===== src/rtl/pipe_pkg.sv =====
// pipe_pkg: shared ALU control codes, MDU op codes and MDU state encoding
// for the execute stage.  Revision 1.0
`default_nettype none

package pipe_pkg;

    localparam int RA_REG = 31;

    // Add/sub/logic/lui codes ignore bit 3; only bits [2:0] are decoded for them.
    localparam logic [3:0] ALUC_ADD = 4'b0000;
    localparam logic [3:0] ALUC_SUB = 4'b0100;
    localparam logic [3:0] ALUC_AND = 4'b0001;
    localparam logic [3:0] ALUC_OR  = 4'b0101;
    localparam logic [3:0] ALUC_XOR = 4'b0010;
    localparam logic [3:0] ALUC_LUI = 4'b0110;
    localparam logic [3:0] ALUC_SLL = 4'b0011;
    localparam logic [3:0] ALUC_SRL = 4'b0111;
    localparam logic [3:0] ALUC_SRA = 4'b1111;

    localparam logic [2:0] MDU_OP_NONE  = 3'd0;
    localparam logic [2:0] MDU_OP_MULT  = 3'd1;
    localparam logic [2:0] MDU_OP_MULTU = 3'd2;
    localparam logic [2:0] MDU_OP_DIV   = 3'd3;
    localparam logic [2:0] MDU_OP_DIVU  = 3'd4;
    localparam logic [2:0] MDU_OP_MFHI  = 3'd5;
    localparam logic [2:0] MDU_OP_MFLO  = 3'd6;

    typedef enum logic [1:0] {
        MDU_IDLE = 2'd0,
        MDU_BUSY = 2'd1,
        MDU_DONE = 2'd2
    } mdu_state_t;

    function automatic logic is_mdu_start(input logic [2:0] op);
        return (op == MDU_OP_MULT) || (op == MDU_OP_MULTU) ||
               (op == MDU_OP_DIV)  || (op == MDU_OP_DIVU);
    endfunction

endpackage

`default_nettype wire


===== src/rtl/pipe_exe_stage_if.sv =====
// pipe_exe_stage_if: ID/EX-to-EX/MEM signal bundle of the execute stage.
// Revision 1.0
`default_nettype none

interface pipe_exe_stage_if;
    logic [31:0] ea;
    logic [31:0] eb;
    logic [31:0] eimm;
    logic [31:0] epc4;
    logic [4:0]  ern;
    logic [3:0]  ealuc;
    logic        ealuimm;
    logic        eshift;
    logic        ejal;
    logic [2:0]  emdu_op;
    logic [31:0] ealu;
    logic [4:0]  ern0;
    logic        mdu_stall;
    logic [31:0] ehi;
    logic [31:0] elo;

    modport master (
        output ea, eb, eimm, epc4, ern, ealuc, ealuimm, eshift, ejal, emdu_op,
        input  ealu, ern0, mdu_stall, ehi, elo
    );

    modport slave (
        input  ea, eb, eimm, epc4, ern, ealuc, ealuimm, eshift, ejal, emdu_op,
        output ealu, ern0, mdu_stall, ehi, elo
    );
endinterface

`default_nettype wire


===== src/rtl/pipe_mdu.sv =====
// pipe_mdu: iterative 32-step multiply/divide unit holding HI/LO.
// Revision 1.0
`default_nettype none

module pipe_mdu
    import pipe_pkg::*;
(
    input  wire logic        clk,
    input  wire logic        clrn,
    input  wire logic [2:0]  i_op,
    input  wire logic [31:0] i_a,
    input  wire logic [31:0] i_b,
    output logic             o_stall,
    output logic [31:0]      o_hi,
    output logic [31:0]      o_lo
);

    mdu_state_t  r_state;
    mdu_state_t  w_state_nxt;
    logic [4:0]  r_count;
    logic [63:0] r_acc;
    logic [31:0] r_b;
    logic        r_is_div;
    logic        r_neg_lo;
    logic        r_neg_hi;
    logic [31:0] r_hi;
    logic [31:0] r_lo;

    logic        w_start;
    logic        w_signed;
    logic        w_a_neg;
    logic        w_b_neg;
    logic [31:0] w_a_mag;
    logic [31:0] w_b_mag;
    logic [32:0] w_sum;
    logic [32:0] w_trial;
    logic [63:0] w_step;
    logic [63:0] w_prod;
    logic [31:0] w_fin_hi;
    logic [31:0] w_fin_lo;

    assign w_start  = (r_state == MDU_IDLE) && is_mdu_start(i_op);
    assign w_signed = (i_op == MDU_OP_MULT) || (i_op == MDU_OP_DIV);
    assign w_a_neg  = w_signed & i_a[31];
    assign w_b_neg  = w_signed & i_b[31];
    assign w_a_mag  = w_a_neg ? -i_a : i_a;
    assign w_b_mag  = w_b_neg ? -i_b : i_b;

    // acc holds {partial product, multiplier} or {remainder, dividend/quotient}
    assign w_sum   = {1'b0, r_acc[63:32]} + (r_acc[0] ? {1'b0, r_b} : 33'd0);
    assign w_trial = {r_acc[63:32], r_acc[31]} - {1'b0, r_b};
    assign w_step  = r_is_div ?
                     (w_trial[32] ? {r_acc[62:0], 1'b0} : {w_trial[31:0], r_acc[30:0], 1'b1}) :
                     {w_sum, r_acc[31:1]};

    assign w_prod   = r_neg_lo ? -w_step : w_step;
    assign w_fin_lo = r_is_div ? (r_neg_lo ? -w_step[31:0] : w_step[31:0]) : w_prod[31:0];
    assign w_fin_hi = r_is_div ? (r_neg_hi ? -w_step[63:32] : w_step[63:32]) : w_prod[63:32];

    always_ff @(posedge clk or negedge clrn) begin
        if (!clrn) begin
            r_state <= MDU_IDLE;
        end else begin
            r_state <= w_state_nxt;
        end
    end

    always_comb begin
        w_state_nxt = r_state;
        o_stall     = 1'b0;
        case (r_state)
            MDU_IDLE: begin
                if (w_start) begin
                    w_state_nxt = MDU_BUSY;
                    o_stall     = 1'b1;
                end
            end
            MDU_BUSY: begin
                o_stall = 1'b1;
                if (r_count == 5'd31) begin
                    w_state_nxt = MDU_DONE;
                end
            end
            MDU_DONE: begin
                w_state_nxt = MDU_IDLE;
            end
            default: begin
                w_state_nxt = MDU_IDLE;
            end
        endcase
        o_stall = o_stall & clrn;
    end

    always_ff @(posedge clk or negedge clrn) begin
        if (!clrn) begin
            r_count  <= 5'd0;
            r_acc    <= 64'd0;
            r_b      <= 32'd0;
            r_is_div <= 1'b0;
            r_neg_lo <= 1'b0;
            r_neg_hi <= 1'b0;
            r_hi     <= 32'd0;
            r_lo     <= 32'd0;
        end else if (w_start) begin
            r_count  <= 5'd0;
            r_acc    <= {32'd0, w_a_mag};
            r_b      <= w_b_mag;
            r_is_div <= (i_op == MDU_OP_DIV) || (i_op == MDU_OP_DIVU);
            r_neg_lo <= w_a_neg ^ w_b_neg;
            r_neg_hi <= w_a_neg;
        end else if (r_state == MDU_BUSY) begin
            r_acc   <= w_step;
            r_count <= r_count + 5'd1;
            if (r_count == 5'd31) begin
                r_hi <= w_fin_hi;
                r_lo <= w_fin_lo;
            end
        end
    end

    assign o_hi = r_hi;
    assign o_lo = r_lo;

endmodule

`default_nettype wire


===== src/rtl/pipe_exe_stage.sv =====
// pipe_exe_stage: MIPS execute stage (ALU, jal link, result mux, optional MDU).
// The MDU with HI/LO is built only when PIPE_EXE_MDU_EN is defined.  Revision 1.0
`default_nettype none

module pipe_exe_stage
    import pipe_pkg::*;
#(
    parameter int DW     = 32,
    parameter int RA_REG = pipe_pkg::RA_REG
) (
    input  wire logic         clk,
    input  wire logic         clrn,
    pipe_exe_stage_if.slave   bus
);

    logic [DW-1:0] w_alu_a;
    logic [DW-1:0] w_alu_b;
    logic [DW-1:0] w_alu_y;
    logic [4:0]    w_sh;
    logic [DW-1:0] w_hi;
    logic [DW-1:0] w_lo;
    logic          w_stall;

    assign w_alu_a = bus.eshift  ? {27'd0, bus.eimm[10:6]} : bus.ea;
    assign w_alu_b = bus.ealuimm ? bus.eimm : bus.eb;
    assign w_sh    = w_alu_a[4:0];

    always_comb begin
        w_alu_y = '0;
        case (bus.ealuc[2:0])
            ALUC_ADD[2:0]: w_alu_y = w_alu_a + w_alu_b;
            ALUC_SUB[2:0]: w_alu_y = w_alu_a - w_alu_b;
            ALUC_AND[2:0]: w_alu_y = w_alu_a & w_alu_b;
            ALUC_OR[2:0]:  w_alu_y = w_alu_a | w_alu_b;
            ALUC_XOR[2:0]: w_alu_y = w_alu_a ^ w_alu_b;
            ALUC_LUI[2:0]: w_alu_y = w_alu_b << 16;
            ALUC_SLL[2:0]: w_alu_y = (bus.ealuc == ALUC_SLL) ? (w_alu_b << w_sh) : '0;
            ALUC_SRL[2:0]: w_alu_y = (bus.ealuc == ALUC_SRA) ?
                                     DW'($signed(w_alu_b) >>> w_sh) : (w_alu_b >> w_sh);
        endcase
    end

`ifdef PIPE_EXE_MDU_EN
    pipe_mdu u_mdu (
        .clk     (clk),
        .clrn    (clrn),
        .i_op    (bus.emdu_op),
        .i_a     (bus.ea),
        .i_b     (bus.eb),
        .o_stall (w_stall),
        .o_hi    (w_hi),
        .o_lo    (w_lo)
    );
`else
    logic w_unused_clk;
    assign w_unused_clk = ^{clk, clrn};
    assign w_stall      = 1'b0;
    assign w_hi         = '0;
    assign w_lo         = '0;
`endif

    always_comb begin
        bus.ern0 = bus.ejal ? 5'(RA_REG) : bus.ern;
        if (bus.ejal) begin
            bus.ealu = bus.epc4 + 32'd4;
        end else if (bus.emdu_op == MDU_OP_MFHI) begin
            bus.ealu = w_hi;
        end else if (bus.emdu_op == MDU_OP_MFLO) begin
            bus.ealu = w_lo;
        end else begin
            bus.ealu = w_alu_y;
        end
    end

    assign bus.mdu_stall = w_stall;
    assign bus.ehi       = w_hi;
    assign bus.elo       = w_lo;

endmodule

`default_nettype wire


===== src/flat_wrapper.sv =====
// flat-port wrapper written by rule: the top's interface ports become plain ports
module pipe_exe_stage_flat import pipe_pkg::*;
#(
    parameter int DW     = 32,
    parameter int RA_REG = pipe_pkg::RA_REG
)
  (clk, clrn, bus_ea, bus_eb, bus_eimm, bus_epc4, bus_ern, bus_ealuc, bus_ealuimm, bus_eshift, bus_ejal, bus_emdu_op, bus_ealu, bus_ern0, bus_mdu_stall, bus_ehi, bus_elo);
  pipe_exe_stage_if bus_i ();
  input  wire logic clk;
  input  wire logic clrn;
  input wire logic [$bits(bus_i.ea)-1:0] bus_ea;
  input wire logic [$bits(bus_i.eb)-1:0] bus_eb;
  input wire logic [$bits(bus_i.eimm)-1:0] bus_eimm;
  input wire logic [$bits(bus_i.epc4)-1:0] bus_epc4;
  input wire logic [$bits(bus_i.ern)-1:0] bus_ern;
  input wire logic [$bits(bus_i.ealuc)-1:0] bus_ealuc;
  input wire logic [$bits(bus_i.ealuimm)-1:0] bus_ealuimm;
  input wire logic [$bits(bus_i.eshift)-1:0] bus_eshift;
  input wire logic [$bits(bus_i.ejal)-1:0] bus_ejal;
  input wire logic [$bits(bus_i.emdu_op)-1:0] bus_emdu_op;
  output wire logic [$bits(bus_i.ealu)-1:0] bus_ealu;
  output wire logic [$bits(bus_i.ern0)-1:0] bus_ern0;
  output wire logic [$bits(bus_i.mdu_stall)-1:0] bus_mdu_stall;
  output wire logic [$bits(bus_i.ehi)-1:0] bus_ehi;
  output wire logic [$bits(bus_i.elo)-1:0] bus_elo;
  assign bus_i.ea = bus_ea;
  assign bus_i.eb = bus_eb;
  assign bus_i.eimm = bus_eimm;
  assign bus_i.epc4 = bus_epc4;
  assign bus_i.ern = bus_ern;
  assign bus_i.ealuc = bus_ealuc;
  assign bus_i.ealuimm = bus_ealuimm;
  assign bus_i.eshift = bus_eshift;
  assign bus_i.ejal = bus_ejal;
  assign bus_i.emdu_op = bus_emdu_op;
  assign bus_ealu = bus_i.ealu;
  assign bus_ern0 = bus_i.ern0;
  assign bus_mdu_stall = bus_i.mdu_stall;
  assign bus_ehi = bus_i.ehi;
  assign bus_elo = bus_i.elo;
  pipe_exe_stage #(.DW(DW), .RA_REG(RA_REG)) u_core (.clk(clk), .clrn(clrn), .bus(bus_i));
endmodule

===== config.mk =====
export PLATFORM = sky130hd
export DESIGN_NAME = pipe_exe_stage_flat
export DESIGN_NICKNAME = d
export VERILOG_FILES = /design/src/rtl/pipe_pkg.sv /design/src/rtl/pipe_exe_stage_if.sv /design/src/rtl/pipe_mdu.sv /design/src/rtl/pipe_exe_stage.sv /design/src/flat_wrapper.sv
export SDC_FILE = /design/constraint.sdc
export NUM_CORES = 1
export LEC_CHECK = 0
export CAP_MARGIN = 10
export CORE_ASPECT_RATIO = 0.75
export CORE_UTILIZATION = 28
export DETAILED_ROUTE_END_ITERATION = 8
export PLACE_DENSITY = 0.48
export SYNTH_ARGS = -nofsm -noshare
export SYNTH_HDL_FRONTEND = slang
export SYNTH_HIERARCHICAL = 1
export SYNTH_SLANG_ARGS = --single-unit

===== constraint.sdc =====
create_clock -name vclk -period 20.4
set_input_delay 4.08 -clock vclk [all_inputs]
set_output_delay 4.08 -clock vclk [all_outputs]
set_load 0.03 [all_outputs]

* Yosys cells after proc, flatten, opt, wreduce, memory -nomap -nowiden
Cells that the tools add are included.
** Storage, ports and cells
- RAM bits :: 0
- Memories kept :: 0
- Output and inout port bits :: 102
- Logic and storage cells :: 30
- Bits in read-only memories :: 0
- Latch bits :: 0
- Flip-flop bits (word level) :: 0
** Cells by class
- Order comparisons :: 0
- Bitwise logic cells :: 3
- Multipliers :: 0
- Shift-type cells :: 3
- Add/sub/neg operators :: 3
- Reductions and logical operators :: 1
- Multiplexer cells :: 9
- Equal/unequal tests :: 11
- Divide/modulo/power cells :: 0
** Operators by type and width (number)
- $pmux W32 S8 :: 1
- $mux W32 :: 7
- $add A32 B3 Y32 const B :: 1
- $add A32 B32 Y32 :: 1
- $and A32 B32 Y32 :: 1
- $or A32 B32 Y32 :: 1
- $shl A32 B5 Y32 :: 1
- $shr A32 B5 Y32 :: 1
- $sshr A32 B5 Y32 :: 1
- $sub A32 B32 Y32 :: 1
- $xor A32 B32 Y32 :: 1
- $eq A3 B3 Y1 const B :: 6
- $eq A3 B2 Y1 const B :: 2
- $mux W5 :: 1
- $eq A4 B2 Y1 const B :: 1
- $eq A4 B4 Y1 const B :: 1
- $eq A3 B1 Y1 const B :: 1
- $logic_not A3 Y1 :: 1

* Depth between registers and ports, before layout
- Word-level depth :: 7
- Depth in mapped cells :: 19

* Worst setup path before layout
OpenSTA, ideal clock, no wires.
- Path kind :: input-to-output
- From :: input port bus_ealuimm
- To :: output port bus_ealu[29]
- Stages on the path :: 19
- Arrival time :: 8887 ps
- Path slack :: 7433 ps
- Cell sequence :: buf_6 -> mux2i_1 -> nand3_1 -> or4_4 -> or4_1 -> buf_2 -> nand2_1 -> xnor2_1 -> ha_1 -> clkbuf_1 -> o21ai_0 -> o21ai_0 -> a2111oi_0 -> o211ai_1 -> or3_1 -> a2111oi_0 -> or4_1 -> a21oi_1 -> o22ai_1
** On the way
- Word-level cells in the longest chain between the ends :: 7
- Elaborated cells on any way between the ends :: 15
- Those cells by class :: 2 x add/sub; 3 x shift; 7 x mux; 3 x bitwise
** RTL lines
- start, declared :: RTL line flat_wrapper.sv:17 : input wire logic [$bits(bus_i.ealuimm)-1:0] bus_ealuimm;
- $mux W32 (*) :: RTL line pipe_exe_stage.sv:25 : assign w_alu_b = bus.ealuimm ? bus.eimm : bus.eb;
- branches (longest 2 deep; another with $sub A32 B32 Y32)
- $pmux W32 S8 (*) :: RTL line pipe_exe_stage.sv:30 : case (bus.ealuc[2:0])
- $mux W32 (*) :: RTL line pipe_exe_stage.sv:68 : end else if (bus.emdu_op == MDU_OP_MFLO) begin
- $mux W32 (*) :: RTL line pipe_exe_stage.sv:66 : end else if (bus.emdu_op == MDU_OP_MFHI) begin
- $mux W32 (*) :: RTL line pipe_exe_stage.sv:64 : if (bus.ejal) begin
- end, declared :: RTL line flat_wrapper.sv:21 : output wire logic [$bits(bus_i.ealu)-1:0] bus_ealu;
Mark *: on every way between the ends.

* Worst setup path in the final report
Same ends and word-level chain as after synthesis.

==> run metrics <==
pwr/cell area 37.39 mW/mm2; Int Power 155.7 uW; antenna diode count 0; drt pass-1 iters 7; run status finished clean; synth top area cells mux2i_1 (13%), ha_1 (13%), a21oi_1 (6.0%), xnor2_1 (5.8%), nor2_1 (5.6%); cell row count 58; Worst setup EP type primary output; Worst setup SP type input port; CP Max Fanout 38; post-synthesis cell area 0.009637 mm2; Core ar. 0.03367 mm2; synth unique cells 71; share of cells above drive strength 1 5.752%; CTS resizes 0; largest family of logic cells by synthesized area compound AO/OA/AOI/OAI gates; FMAX 63.68 MHz; Buf+Inv Stages, Crit Path 3; Max Cap Violations 0; Antenna Violating Nets Remaining 0; vias per cell 5.732; fin crit share 76.97%; Core Util, Final 34.68%; Iter 0 DRT Violations 1379; initial antenna violation count 1; hold_buf cts 0; Critical Path Max Stage Delay 0.99 ns; CP Cell Sequence buf_2, buf_4, mux2i_1, nand3_1, or4_4, or4_1, o21ai_0, xnor2_1, ha_1, a211oi_1, o21ai_0, a2111oi_0, o211ai_1, or3_1, a2111oi_0, or4_1, a21oi_1, o22ai_1, clkdlybuf4s50_1; Sequential Power Share 0%; Die Wd 216.2 um; All-Layer GR Usage 27.41%; largest net degree at the start of global routing 52; WL final 50.04 mm; clock network power share 0%; IO Port Bufs 180; flip-flop and latch count 0; Setup CP Type in -> out; setup bufs post-CTS 0; Ports 247; register area share after synthesis 0%; final hold vios 0; critical path's top delay family compound AO/OA/AOI/OAI gates; count of final max-slew check failures 0; unrepaired setup endpoints after global routing false; Post-Synth Adder-Cell Area 12.80%; first-pass GRT wire length 72.40 mm; Storage cell area 0 um2; Layout clock buffers 0; placer congestion estimate 0.9957; top cell type's share of synthesized area 13.40%; vias after detailed routing 11647; number of synthesis warnings 6; required time worst endpoint 16.32 ns; worst hold path type in -> out; combinational group share of total power 100.0%; fin nets 1827; WL/cell 24.63 um; Worst-Margin Slew 1.111 ns; area leader, netlist mux2i_1; DRC Markers 0; Initial Utilization 28.62%; xor/xnor share of the synthesized area 7.634%; hpwl dp 40.12 mm; Post-Synthesis Cells 1462; Synth Area in Compound Gates 30.08%; mean post-synth cell area 6.591 um2; die span in y 162.7 um; GRT overflow 0; total net switching power 280.8 uW; Layout fillers 3807; Synth Area in Simple Gates 20.71%; hold_ws 9.302 ns; area grow syn2layout 21.16%; # setup viols final 0; min Tclk post-route 15.70 ns; Worst EP arrival 11.62 ns; Critical-path top delay cell mux2i_1; relative slew slack 23.85%; vias in the first global route 10826; Leakage 0.004968 uW; mux cell area share after synthesis 16.44%; die area 0.03517 mm2; sw frac 64.33%; setup_tns 0 ns; VDD IR max 18.01 uV
cell families after synthesis:
logic type,Yosys count
AO/OA/AOI/OAI,451
XOR/XNOR,84
adder cells (fa/ha/maj),98
buffers and inverters,239
multiplexers,150
other,1
AND/OR/NAND/NOR,439
routing by layer:
layer | routed length [um] | global-route usage (%) | up-vias
li1 | - | - | 5455
met1 | 25000 | 42.64 | 5593
met2 | 20290 | 40.21 | 548
met3 | 3693 | 2.614 | 51
met4 | 1053 | 4.866 | 0
met5 | 0 | 0 | -
power by group through the flow:
| stage | Combinational (uW) | Sequential, uW | Clock (uW) |
|---|---|---|---|
| 2_1_floorplan | 276 | 0 | 0 |
| 3_3_place_gp | 424 | 0 | 0 |
| 3_5_place_dp | 424 | 0 | 0 |
| 4_1_cts | 426 | 0 | 0 |
| 5_1_grt | 465 | 0 | 0 |
| 6_report | 437 | 0 | 0 |
per-stage QoR:
step,std cells,setup slack (ns),power (uW),area [um2]
2_1_floorplan,1526,7.433,276.4,9877
3_3_place_gp,2031,4.912,423.8,11670
3_5_place_dp,2031,4.924,424.0,11670
4_1_cts,2031,4.879,426.2,11670
5_1_grt,2032,4.439,464.7,11680
6_report,2032,4.697,436.6,11680
layout by cell type, fill, tap and decap left out, types with 37 or more instances in the layout:
cell / count
xnor2_1: 64
buf_4: 39
inv_1: 62
o21ai_0: 102
mux2i_1: 126
a211oi_1: 39
nor2_1: 143
clkdlybuf4s50_1: 178
a21oi_1: 114
nand2_1: 139
ha_1: 97
o22ai_1: 37
conb_1: 65
Yosys cell counts, types with 19 or more instances:
cell      number
xnor2_1       64
xor2_1        20
ha_1          97
a21oi_1      115
clkbuf_1      71
nor3_1        32
a211oi_1      39
nand2b_1      32
nand2_1      139
mux2i_1      129
nand4_1       19
nand3_1       29
inv_1         63
o22ai_1       37
buf_4         66
nor2_1       143
o21ai_0      102
o211ai_1      20
final timing paths:
path | startpoint | endpoint | depth (start not counted)
worst max-delay path | bus_ealuimm | bus_ealu[29] | 19
worst min-delay path | bus_epc4[0] | bus_ealu[0] | 4
layout make-up:
| type | count | area [um2] | area share (%) |
|---|---|---|---|
| multi-input combinational | 1287 | 8742 | 74.87 |
| timing repair buffer | 220 | 2090 | 17.90 |
| tap | 450 | 563.0 | 4.822 |
| inverter | 75 | 281.5 | 2.411 |
Power figures use the tool's default switching activity.
